File: config.mk
export PLATFORM = sky130hd
export DESIGN_NAME = fu_nrm_orgrp_pipe
export DESIGN_NICKNAME = d
export VERILOG_FILES = /design/src/rtl/fu_nrm_pkg.sv /design/src/rtl/fu_nrm_grp_lzd.sv /design/src/rtl/fu_nrm_orgrp_pipe.sv
export SDC_FILE = /design/constraint.sdc
export NUM_CORES = 1
export LEC_CHECK = 0
export ABC_CLOCK_PERIOD_IN_PS = 2790
export BUFFER_PORTS_ARGS = -buffer_cell sky130_fd_sc_hd__buf_2
export CAP_MARGIN = 40
export CORE_AREA = 2 2 75 77
export DETAILED_ROUTE_END_ITERATION = 8
export DIE_AREA = 0 0 77 79
export GPL_ROUTABILITY_DRIVEN = 0
export MAX_ROUTING_LAYER = met4
export PLACE_DENSITY_LB_ADDON = 0.12
export SLEW_MARGIN = 5
export SYNTH_ARGS = -nofsm -noshare
export SYNTH_HDL_FRONTEND = slang
export SYNTH_SLANG_ARGS = --single-unit
File: constraint.sdc
create_clock -name nclk -period 2.79 [get_ports nclk]
set_input_delay 0.1395 -clock nclk [delete_from_list [all_inputs] [get_ports nclk]]
set_output_delay 0.1395 -clock nclk [all_outputs]
set_load 0.01 [all_outputs]
File: src/rtl/fu_nrm_pkg.sv
// Shared sizing helpers for the FU normaliser group-OR / coarse LZ pipeline.
package fu_nrm_pkg;

    function automatic int unsigned clog2(input int unsigned v);
        int unsigned r;
        r = 0;
        for (int unsigned p = 1; p < v; p = p << 1) begin
            r = r + 1;
        end
        return r;
    endfunction

    function automatic int unsigned ngrp(input int unsigned width, input int unsigned grp);
        return (width + grp - 1) / grp;
    endfunction

    // Lead-group index must also encode "none found" (= NGRP).
    function automatic int unsigned lead_w(input int unsigned width, input int unsigned grp);
        return clog2(ngrp(width, grp) + 1);
    endfunction

    function automatic int unsigned lz_w(input int unsigned width, input int unsigned grp);
        return clog2(ngrp(width, grp) * grp + 1);
    endfunction

    function automatic int unsigned lz_fine_w(input int unsigned grp);
        return clog2(grp);
    endfunction

endpackage

File: src/rtl/fu_nrm_grp_lzd.sv
// One GRP-bit slice: OR flag, plus in-group leading-zero count when FU_NRM_LZ_FINE_EN is defined.
module fu_nrm_grp_lzd
    import fu_nrm_pkg::*;
#(
    parameter int unsigned GRP = 16
) (
    input  logic [0:GRP-1]                slice,
    output logic                          or_c
`ifdef FU_NRM_LZ_FINE_EN
    ,
    output logic [lz_fine_w(GRP)-1:0]     lz_c
`endif
);

    assign or_c = |slice;

`ifdef FU_NRM_LZ_FINE_EN
    localparam int unsigned FW = lz_fine_w(GRP);

    // Bit 0 is the MSB, so the lowest set index is the leading-zero count.
    always_comb begin
        lz_c = '0;
        for (int i = int'(GRP) - 1; i >= 0; i--) begin
            if (slice[i]) begin
                lz_c = FW'(i);
            end
        end
    end
`endif

endmodule

File: src/rtl/fu_nrm_orgrp_pipe.sv
// Two-stage group-OR reducer and coarse leading-zero encoder with valid/hold/flush.
// Build option: FU_NRM_LZ_FINE_EN adds per-group fine LZ for an exact ex7_lz_cnt.
module fu_nrm_orgrp_pipe
    import fu_nrm_pkg::*;
#(
    parameter  int unsigned WIDTH = 163,
    parameter  int unsigned GRP   = 16,
    localparam int unsigned NGRP  = ngrp(WIDTH, GRP),
    localparam int unsigned LGW   = lead_w(WIDTH, GRP),
    localparam int unsigned LZW   = lz_w(WIDTH, GRP)
) (
    input  logic              nclk,
    input  logic              rst,
    input  logic              ex5_vld,
    input  logic [0:WIDTH-1]  ex5_res,
    input  logic              hold,
    input  logic              flush,
    output logic              ex5_rdy,
    output logic              ex7_vld,
    output logic [0:NGRP-1]   ex7_or_grp,
    output logic [0:LGW-1]    ex7_lead_grp,
    output logic              ex7_all_zero,
    output logic [0:LZW-1]    ex7_lz_cnt
);

    localparam int unsigned PW = NGRP * GRP;

    logic [0:PW-1]   res_pad;
    logic [0:NGRP-1] grp_or;

    logic            vld6_d, vld6_q;
    logic            vld7_d, vld7_q;
    logic [0:NGRP-1] or6_d, or6_q;
    logic [0:NGRP-1] or7_d, or7_q;
    logic [0:LGW-1]  lead7_d, lead7_q;
    logic            zero7_d, zero7_q;
    logic [0:LZW-1]  lz7_d, lz7_q;

    logic [0:LGW-1]  lead_c;
    logic            zero_c;
    logic [0:LZW-1]  lz_c;

`ifdef FU_NRM_LZ_FINE_EN
    localparam int unsigned FW = lz_fine_w(GRP);
    logic [NGRP-1:0][FW-1:0] grp_lz;
    logic [NGRP-1:0][FW-1:0] fine6_d, fine6_q;
`endif

    assign ex5_rdy = ~hold;

    // Zero-pad the LSB side so every group is a full slice.
    always_comb begin
        res_pad = '0;
        for (int i = 0; i < int'(WIDTH); i++) begin
            res_pad[i] = ex5_res[i];
        end
    end

    for (genvar g = 0; g < NGRP; g++) begin : g_grp
        fu_nrm_grp_lzd #(
            .GRP (GRP)
        ) u_lzd (
            .slice (res_pad[g*GRP +: GRP]),
            .or_c  (grp_or[g])
`ifdef FU_NRM_LZ_FINE_EN
            ,
            .lz_c  (grp_lz[g])
`endif
        );
    end

    // Lowest set group wins; an empty vector reports NGRP and full-width LZ.
    always_comb begin
        lead_c = LGW'(NGRP);
        zero_c = 1'b1;
        lz_c   = LZW'(NGRP * GRP);
        for (int g = int'(NGRP) - 1; g >= 0; g--) begin
            if (or6_q[g]) begin
                lead_c = LGW'(g);
                zero_c = 1'b0;
`ifdef FU_NRM_LZ_FINE_EN
                lz_c   = LZW'(g * int'(GRP)) + LZW'(fine6_q[g]);
`else
                lz_c   = LZW'(g * int'(GRP));
`endif
            end
        end
    end

    // Flush beats hold; data registers only load on an advancing valid op.
    always_comb begin
        vld6_d  = vld6_q;
        vld7_d  = vld7_q;
        or6_d   = or6_q;
        or7_d   = or7_q;
        lead7_d = lead7_q;
        zero7_d = zero7_q;
        lz7_d   = lz7_q;
`ifdef FU_NRM_LZ_FINE_EN
        fine6_d = fine6_q;
`endif
        if (flush) begin
            vld6_d = 1'b0;
            vld7_d = 1'b0;
        end else if (!hold) begin
            vld6_d = ex5_vld;
            vld7_d = vld6_q;
            if (ex5_vld) begin
                or6_d = grp_or;
`ifdef FU_NRM_LZ_FINE_EN
                fine6_d = grp_lz;
`endif
            end
            if (vld6_q) begin
                or7_d   = or6_q;
                lead7_d = lead_c;
                zero7_d = zero_c;
                lz7_d   = lz_c;
            end
        end
    end

    always_ff @(posedge nclk or posedge rst) begin
        if (rst) begin
            vld6_q  <= 1'b0;
            vld7_q  <= 1'b0;
            or6_q   <= '0;
            or7_q   <= '0;
            lead7_q <= '0;
            zero7_q <= 1'b0;
            lz7_q   <= '0;
`ifdef FU_NRM_LZ_FINE_EN
            fine6_q <= '0;
`endif
        end else begin
            vld6_q  <= vld6_d;
            vld7_q  <= vld7_d;
            or6_q   <= or6_d;
            or7_q   <= or7_d;
            lead7_q <= lead7_d;
            zero7_q <= zero7_d;
            lz7_q   <= lz7_d;
`ifdef FU_NRM_LZ_FINE_EN
            fine6_q <= fine6_d;
`endif
        end
    end

    assign ex7_vld      = vld7_q;
    assign ex7_or_grp   = or7_q;
    assign ex7_lead_grp = lead7_q;
    assign ex7_all_zero = zero7_q;
    assign ex7_lz_cnt   = lz7_q;

endmodule

### After elaboration in Yosys (flattened, before gate mapping)

Index checks and enable logic that the tools add are counted.

| word-level totals | value |
|---|---|
| logic and storage cells | 60 |
| output and inout port bits | 26 |
| input port bits | 168 |
| register bits after elaboration | 37 |

| operators by class | value |
|---|---|
| eq/ne operators | 1 |
| bitwise logic cells | 2 |
| muxes and demuxes | 37 |
| reduce and logical (&&, ||, !) cells | 13 |

Operator list:

| kind | count |
|---|---|
| $reduce_or A16 Y1 | 10 |
| $mux W8 | 10 |
| $mux W4 | 10 |
| $mux W1 | 16 |
| $reduce_and A3 Y1 | 2 |
| $mux W5 | 1 |
| $reduce_or A3 Y1 | 1 |
| $ne A2 B1 Y1 const B | 1 |
| $not A1 Y1 | 2 |

### Longest topological paths before layout

Gate-level depths: netlist of the first run.

| logic depth | value |
|---|---|
| depth in word-level cells | 11 |
| gate-level depth with buffers | 5 |
| mapped depth without buffers | 4 |

### Hierarchy

Synthesis of the first run repeated with hierarchy kept, for this count alone.

| second synthesis, totals | value |
|---|---|
| cells, all modules | 152 |
| area total of the unflattened synthesis | 1610.3 um2 |

Modules (own cells, without submodules):

| module | area each (um2) | seq. area each (um2) | cells each | times used |
|---|---|---|---|---|
| fu_nrm_orgrp_pipe | 1266.2 | 725.7 | 97 | 1 |
| fu_nrm_grp_lzd | 31.3 | 0.0 | 5 | 11 |

### Worst setup path after synthesis of the first run

No wires, ideal clock.

| path | value |
|---|---|
| path type | flip-flop to flip-flop |
| start point | register or6_q[3] (netlist bit) |
| end point | register zero7_q, in the netlist ex7_all_zero |
| setup time | 76 ps |
| cell stages (with the launch flop) | 5 |
| path slack | 1144 ps |
| period minus slack after synthesis | 1646 ps |
| buffers on the path | 0 |
| data arrival time | 1570 ps |
| required time | 2714 ps |
| cell sequence | dfrtp_1 > or4_4 > nand2b_4 > or4_1 > o21ai_1 |

| between the ends | value |
|---|---|
| longest elaborated chain between the ends | 4 |

Ends and longest elaborated chain:

| item | RTL line | RTL |
|---|---|---|
| start: declaration | fu_nrm_orgrp_pipe.sv:33 | `logic [0:NGRP-1] or6_d, or6_q;` |
| start signal: assignment | fu_nrm_orgrp_pipe.sv:138 | `or6_q <= or6_d;` |
| $mux W1 (4 in series) | fu_nrm_orgrp_pipe.sv:78 | `if (or6_q[g]) begin` |
| end signal: assignment | fu_nrm_orgrp_pipe.sv:141 | `zero7_q <= zero7_d;` |
| end: declaration | fu_nrm_orgrp_pipe.sv:36 | `logic zero7_d, zero7_q;` |

Every way passes these cells.
A chain may end at the register's enable or synchronous reset.

### Worst setup path after layout of the first run

Ends and elaborated chain as after synthesis.

==> results of run 1 <==
==> sequential cells by signal, summed over array words and instances (netlist names) <==
register,flops
ex7_or_grp,11
ex7_lz_cnt,4
ex7_vld,1
or6_q,11
vld6_q,1
ex7_all_zero,1
==> worst max-delay path, cell delays in order (launching register included) <==
cell and delay (ns):
dfrtp_1 0.43, or4_4 0.55, nand2b_4 0.15, or4_1 0.40, o21ai_1 0.12
==> logic make-up after synthesis <==
group | count (synthesis)
and+or+nand+nor | 82
DFF | 29
AOI/OAI and AO/OA | 22
buffers and inverters | 15
muxes | 12
other | 1
==> metal layers <==
metal | track usage | vias up | routed length, µm
met5 | - | - | 0
met1 | 0.211 | 862 | 2080
li1 | - | 998 | -
met3 | 0.0364 | 8 | 346
met4 | 0.0518 | 0 | 75
met2 | 0.297 | 88 | 2590
==> path summary, 6_finish.rpt <==
path / start / to / slack, ns / cells past startpoint
setup / recovery: or6_q[3] / ex7_all_zero / 1.07 / 4
hold / removal: flush / ex7_vld / 0.05 / 2
setup reg to reg: or6_q[3] / ex7_all_zero / 1.07 / 4
hold reg to reg: ex7_all_zero / ex7_all_zero / 0.48 / 2
max in group asynchronous: rst / ex7_or_grp[3] / 1.81 / 4
min in group asynchronous: rst / ex7_all_zero / 0.49 / 3
==> final cells by class <==
type	count	area (µm²)	share of cell area
Timing Repair Buffer	191	983	0.368
Multi-Input combinational cell	120	785	0.293
Sequential cell	29	726	0.271
Tap cell	72	90.1	0.0337
Clock buffer	8	80.1	0.0299
Inverter	3	11.3	0.00421
==> placed cells by master, fill, tap and decap left out, types with 2 or more instances in the layout <==
cell      netlist  routed
o21ai_1         4       4
nor4_1         40      40
o31ai_1         2       2
mux2i_1         2       2
and4_1          9       9
clkbuf_8        0       5
buf_2           0     189
nand2_1         7       7
o21ai_0         2       2
mux2_1         10      10
dfrtp_1        29      29
clkbuf_1        3       3
nor2b_1         2       2
a21oi_1        10      10
nor2_1         15      15
nor3_1          2       2
conb_1          1       4
inv_1           3       3
==> power by group <==
group	internal, mW	switching [mW]
Clock	0.176	0.143
Sequential	0.464	0.0243
Combinational	0.144	0.108
==> flow_summary.yaml, run 1 <==
sta:
  finalCritPeriodShare: 0.617
  finClkSkew_ns: 0.00245
  setup_viol: 0
  tns_ns: 0
  worstMarginPinSlew_ns: 0.738
  relSlewSlack: 0.508
  holdWs_ns: 0.0488
  drv_slew: 0
  setup_ws_ns: 1.07
  finalHoldViolCount: 0
  clock.fmax_mhz: 581
  rsz0062_at_grt: "false"
  fin_crit_ns: 1.72
global_routing:
  grt_overflow_total: 0
  antenna_found_initial: 0
  grt.total_usage: 0.174
  first_global_vias: 1847
  grt_pass1_wl_um: 8310
  grt_max_degree: 23
cts:
  post_cts_resized: 0
  cts_buffers: 5
  cts_root_buf: "clkbuf_8"
  cts_tree: "yes"
  clkLatencyLatePin_ns: 0.28
  htree_levels: 2
  cts_sinks: 29
  clockBufferDepth: 2
  cts_hold_buf: 1
  post_cts_buffers: 0
  cts.clk_slew.worst_paths_ns: 0.06
synthesis:
  synthArstFlopShare: 1.00
  synth_area_leader_cell: "dfrtp_1"
  synth_most_common_cell: "nor4_1"
  synthAdderAreaFrac: 0
  ys.flop_type: "dfrtp_1"
  synth_top_area_share: 0.457
  synth_top_family_by_area: "simple AND/OR/NAND/NOR gates"
  synth_edf_count: 0
  synthMuxAreaShare: 0.0835
  synth_cell_type_count: 28
  synth_xor_area_frac: 0
  synth_commonest_cells: "nor4_1, dfrtp_1, nor2_1"
  synth_compound_area_frac: 0.0787
  ys_seq_elements: 29
  syn_area_um2: 1590
  synth_area_leaders: "dfrtp_1, nor4_1, mux2_1, and4_1, buf_4"
  ys.warnings.count: 0
  synthCells: 161
  syn_area_per_cell_um2: 9.87
  yosysSeqAreaShare: 0.457
  synthSimpleGateAreaFrac: 0.322
floorplan:
  initial_core_util: 0.298
  io_pins: 194
  core-area_um2: 5340
  dieArea_um2: 6080
  chipWidth_um: 77
  rows: 27
  fp.dieH_um: 79
run_status:
  status: "complete, no violations"
setup_path:
  crit_type: "flip-flop to flip-flop"
  cp_data_arrival_time_ns: 1.93
  path_max_fanout: 6
  startpoint_type: "flip-flop"
  required_ns: 2.99
  endpoint_kind: "flip-flop"
cells_and_area:
  final_util: 0.501
  area_growth_pct: 68.3
  fin_cells: 423
  drive_above_1_share: 0.567
  antenna-diode-count: 0
  fin_nets: 518
  fillers: 515
  fin_area_um2: 2680
placed_design:
  hpwl_um: 4470
  dp_cells: 414
  port_buffers: 189
  place_ws_ns: 1.08
  placed_area_um2: 2580
drt:
  drc_errors: 0
  wl_per_cell_um: 12.0
  drt-initial-drc-count: 71
  antenna_left: 0
  wl_um: 5090
  dr.pass1.iters: 4
  vias: 1956
  via_per_inst: 4.62
pwr:
  finalPower_mw: 1.06
  p_leak_nw: 1.33
  powerDensity_nw_per_um2: 396
  ir_drop_mv: 0.204
run:
  drv_cap: 0
hold_path:
  hold_path.class: "input port to flip-flop"
(Power assumes the default switching activity.)
==> run 2: changes to the inputs <==
ABC_AREA = 1   (was not set)
ABC_CLOCK_PERIOD_IN_PS = 1700   (was 2790)
clock period = 1.7 ns   (was 2.79 ns; I/O delays follow)
==> run 2 against run 1 <==
- worst hold slack better by 0.033 ns
- sequential share of layout area increased by 0.14 points
- critical endpoint unchanged
- non-clock buffer count stayed put
- utilization shrank 0.26 points
- clock power rose by 97%
- synthesized cell count up 17%
- first-iteration DRC count is 1.4% lower
- wire length grew 5.0%
- die area did not move
- cell count rose by 6.9%
==> flow_summary.yaml, run 2 <==
pwr:
  finalPower_mw: 2.10
  p_leak_nw: 1.47
  ir_drop_mv: 0.295
  powerDensity_nw_per_um2: 788
setup_path:
  startpoint_type: "flip-flop"
  reg2reg_depth: 5
  path_cells: "inv_1 > nand2_1 > nor3_1 > nand4_2 > o21ai_2"
  path_max_fanout: 4
  crit_type: "flip-flop to flip-flop"
  slowest_delay_ns: 0.36
  slowest_stage: "dfrtp_1"
  required_ns: 1.92
  cp_data_arrival_time_ns: 1.39
  endpoint_kind: "flip-flop"
synthesis:
  ys.flop_type: "dfrtp_1"
  synth_area_leaders: "dfrtp_1, nor4_1, nand2_1, o21ai_0, nand4_1"
  synth_xor_area_frac: 0
  synth_top_family_by_area: "simple AND/OR/NAND/NOR gates"
  synthMuxAreaShare: 0
  ys_seq_elements: 29
  synth_area_leader_cell: "dfrtp_1"
  synth_top_area_share: 0.460
  syn_area_um2: 1580
  synthAdderAreaFrac: 0
  syn_area_per_cell_um2: 8.34
  ys.warnings.count: 0
  synth_commonest_cells: "nand2_1, nor4_1, dfrtp_1"
  synth_compound_area_frac: 0.0881
  yosysSeqAreaShare: 0.460
  synthArstFlopShare: 1.00
  synthSimpleGateAreaFrac: 0.360
  synth_edf_count: 0
  synthCells: 189
  synth_cell_type_count: 23
drt:
  vias: 2037
  drt-initial-drc-count: 70
  dr.pass1.iters: 4
  antenna_left: 0
  via_per_inst: 4.51
  drc_errors: 0
  wl_um: 5340
  wl_per_cell_um: 11.8
sta:
  finalCritPeriodShare: 0.690
  finClkSkew_ns: 0.00677
  finalHoldViolCount: 0
  setup_viol: 0
  drv_slew: 0
  holdWs_ns: 0.0818
  fin_crit_ns: 1.17
  setup_ws_ns: 0.527
  rsz0062_at_grt: "false"
  clock.fmax_mhz: 853
  tns_ns: 0
cts:
  clockBufferDepth: 2
  cts.clk_slew.worst_paths_ns: 0.07
  cts_hold_buf: 1
  post_cts_resized: 0
  post_cts_buffers: 0
  cts_buffers: 5
  clkLatencyLatePin_ns: 0.29
  cts_sinks: 29
  cts_root_buf: "clkbuf_8"
  cts_tree: "yes"
  htree_levels: 2
floorplan:
  initial_core_util: 0.295
  chipWidth_um: 77
  rows: 27
  dieArea_um2: 6080
  fp.dieH_um: 79
  io_pins: 194
  core-area_um2: 5340
global_routing:
  grt_overflow_total: 0
  grt_max_degree: 30
  grt_pass1_wl_um: 8340
  grt.total_usage: 0.176
  antenna_found_initial: 0
  first_global_vias: 1936
cells_and_area:
  fin_cells: 452
  fin_area_um2: 2660
  drive_above_1_share: 0.542
  fin_nets: 547
  area_growth_pct: 68.8
  layout_commonest_cell: "buf_2"
  final_cell_mix: "buf_2, nor4_1, nand2_1"
  antenna-diode-count: 0
  final_util: 0.499
placed_design:
  hpwl_um: 4470
  place_ws_ns: 0.524
  placed_area_um2: 2550
  port_buffers: 189
  dp_cells: 443
run:
  drv_cap: 0
hold_path:
  hold_path.class: "input port to flip-flop"
  hold_path_depth: 3
run_status:
  status: "complete, no violations"
==> run 2: cell count changes after synthesis, sizes merged, moves of 3 or more <==
cell    before  now
a21oi       10    3
and4         9    0
clkbuf       3    0
inv          3   16
mux2        10    0
nand2        8   43
nand4        1   11
nor2        15    5
o21ai        6   24
==> run 2: final cells by class <==
| class | count | area [µm²] |
|---|---|---|
| clock buffer | 7 | 96.3 |
| sequential | 29 | 726 |
| inverter | 16 | 60.1 |
| clock inverter | 1 | 5.00 |
| multi-input combinational | 136 | 721 |
| fill | 551 | 2680 |
| timing repair buffer | 191 | 963 |
| tap | 72 | 90.1 |
==> run 2: worst max-delay path: cells and delay by family (launching register included) <==
| family | cells | cell delay (ns) |
|---|---|---|
| flops | 1 | 0.36 |
| compound gates | 1 | 0.12 |
| simple gates | 3 | 0.52 |
| buf+inv | 1 | 0.10 |
==> run 2: cell families (layout without fill, tap and decap cells) <==
kind of cell	count (synthesis)	in the layout
other	1	4
AO/OA/AOI/OAI	27	27
buffers and inverters	27	215
AND/OR/NAND/NOR	105	105
flip-flops	29	29
==> run 2: routing by layer <==
layer / track usage / vias up / wire (µm)
li1: - / 1053 / -
met1: 0.207 / 888 / 2180
met2: 0.296 / 89 / 2700
met3: 0.0443 / 7 / 385
met4: 0.0643 / 0 / 77
met5: - / - / 0
==> run 2: where the power goes <==
part | switching [mW] | leakage, nW | total [mW] | internal (mW)
Combinational | 0.288 | 1.06 | 0.573 | 0.285
Clock | 0.262 | 0.0542 | 0.627 | 0.365
Sequential | 0.0793 | 0.355 | 0.898 | 0.819
==> run 2: final timing paths <==
check / startpoint / to / slack [ns]
setup / recovery: or6_q[4] / ex7_all_zero / 0.53
hold / removal: ex5_res[160] / or6_q[10] / 0.08
setup reg to reg: or6_q[4] / ex7_all_zero / 0.53
hold reg to reg: ex7_or_grp[8] / ex7_or_grp[8] / 0.48
max in group asynchronous: rst / ex7_or_grp[9] / 1.02
min in group asynchronous: rst / ex7_or_grp[0] / 0.40
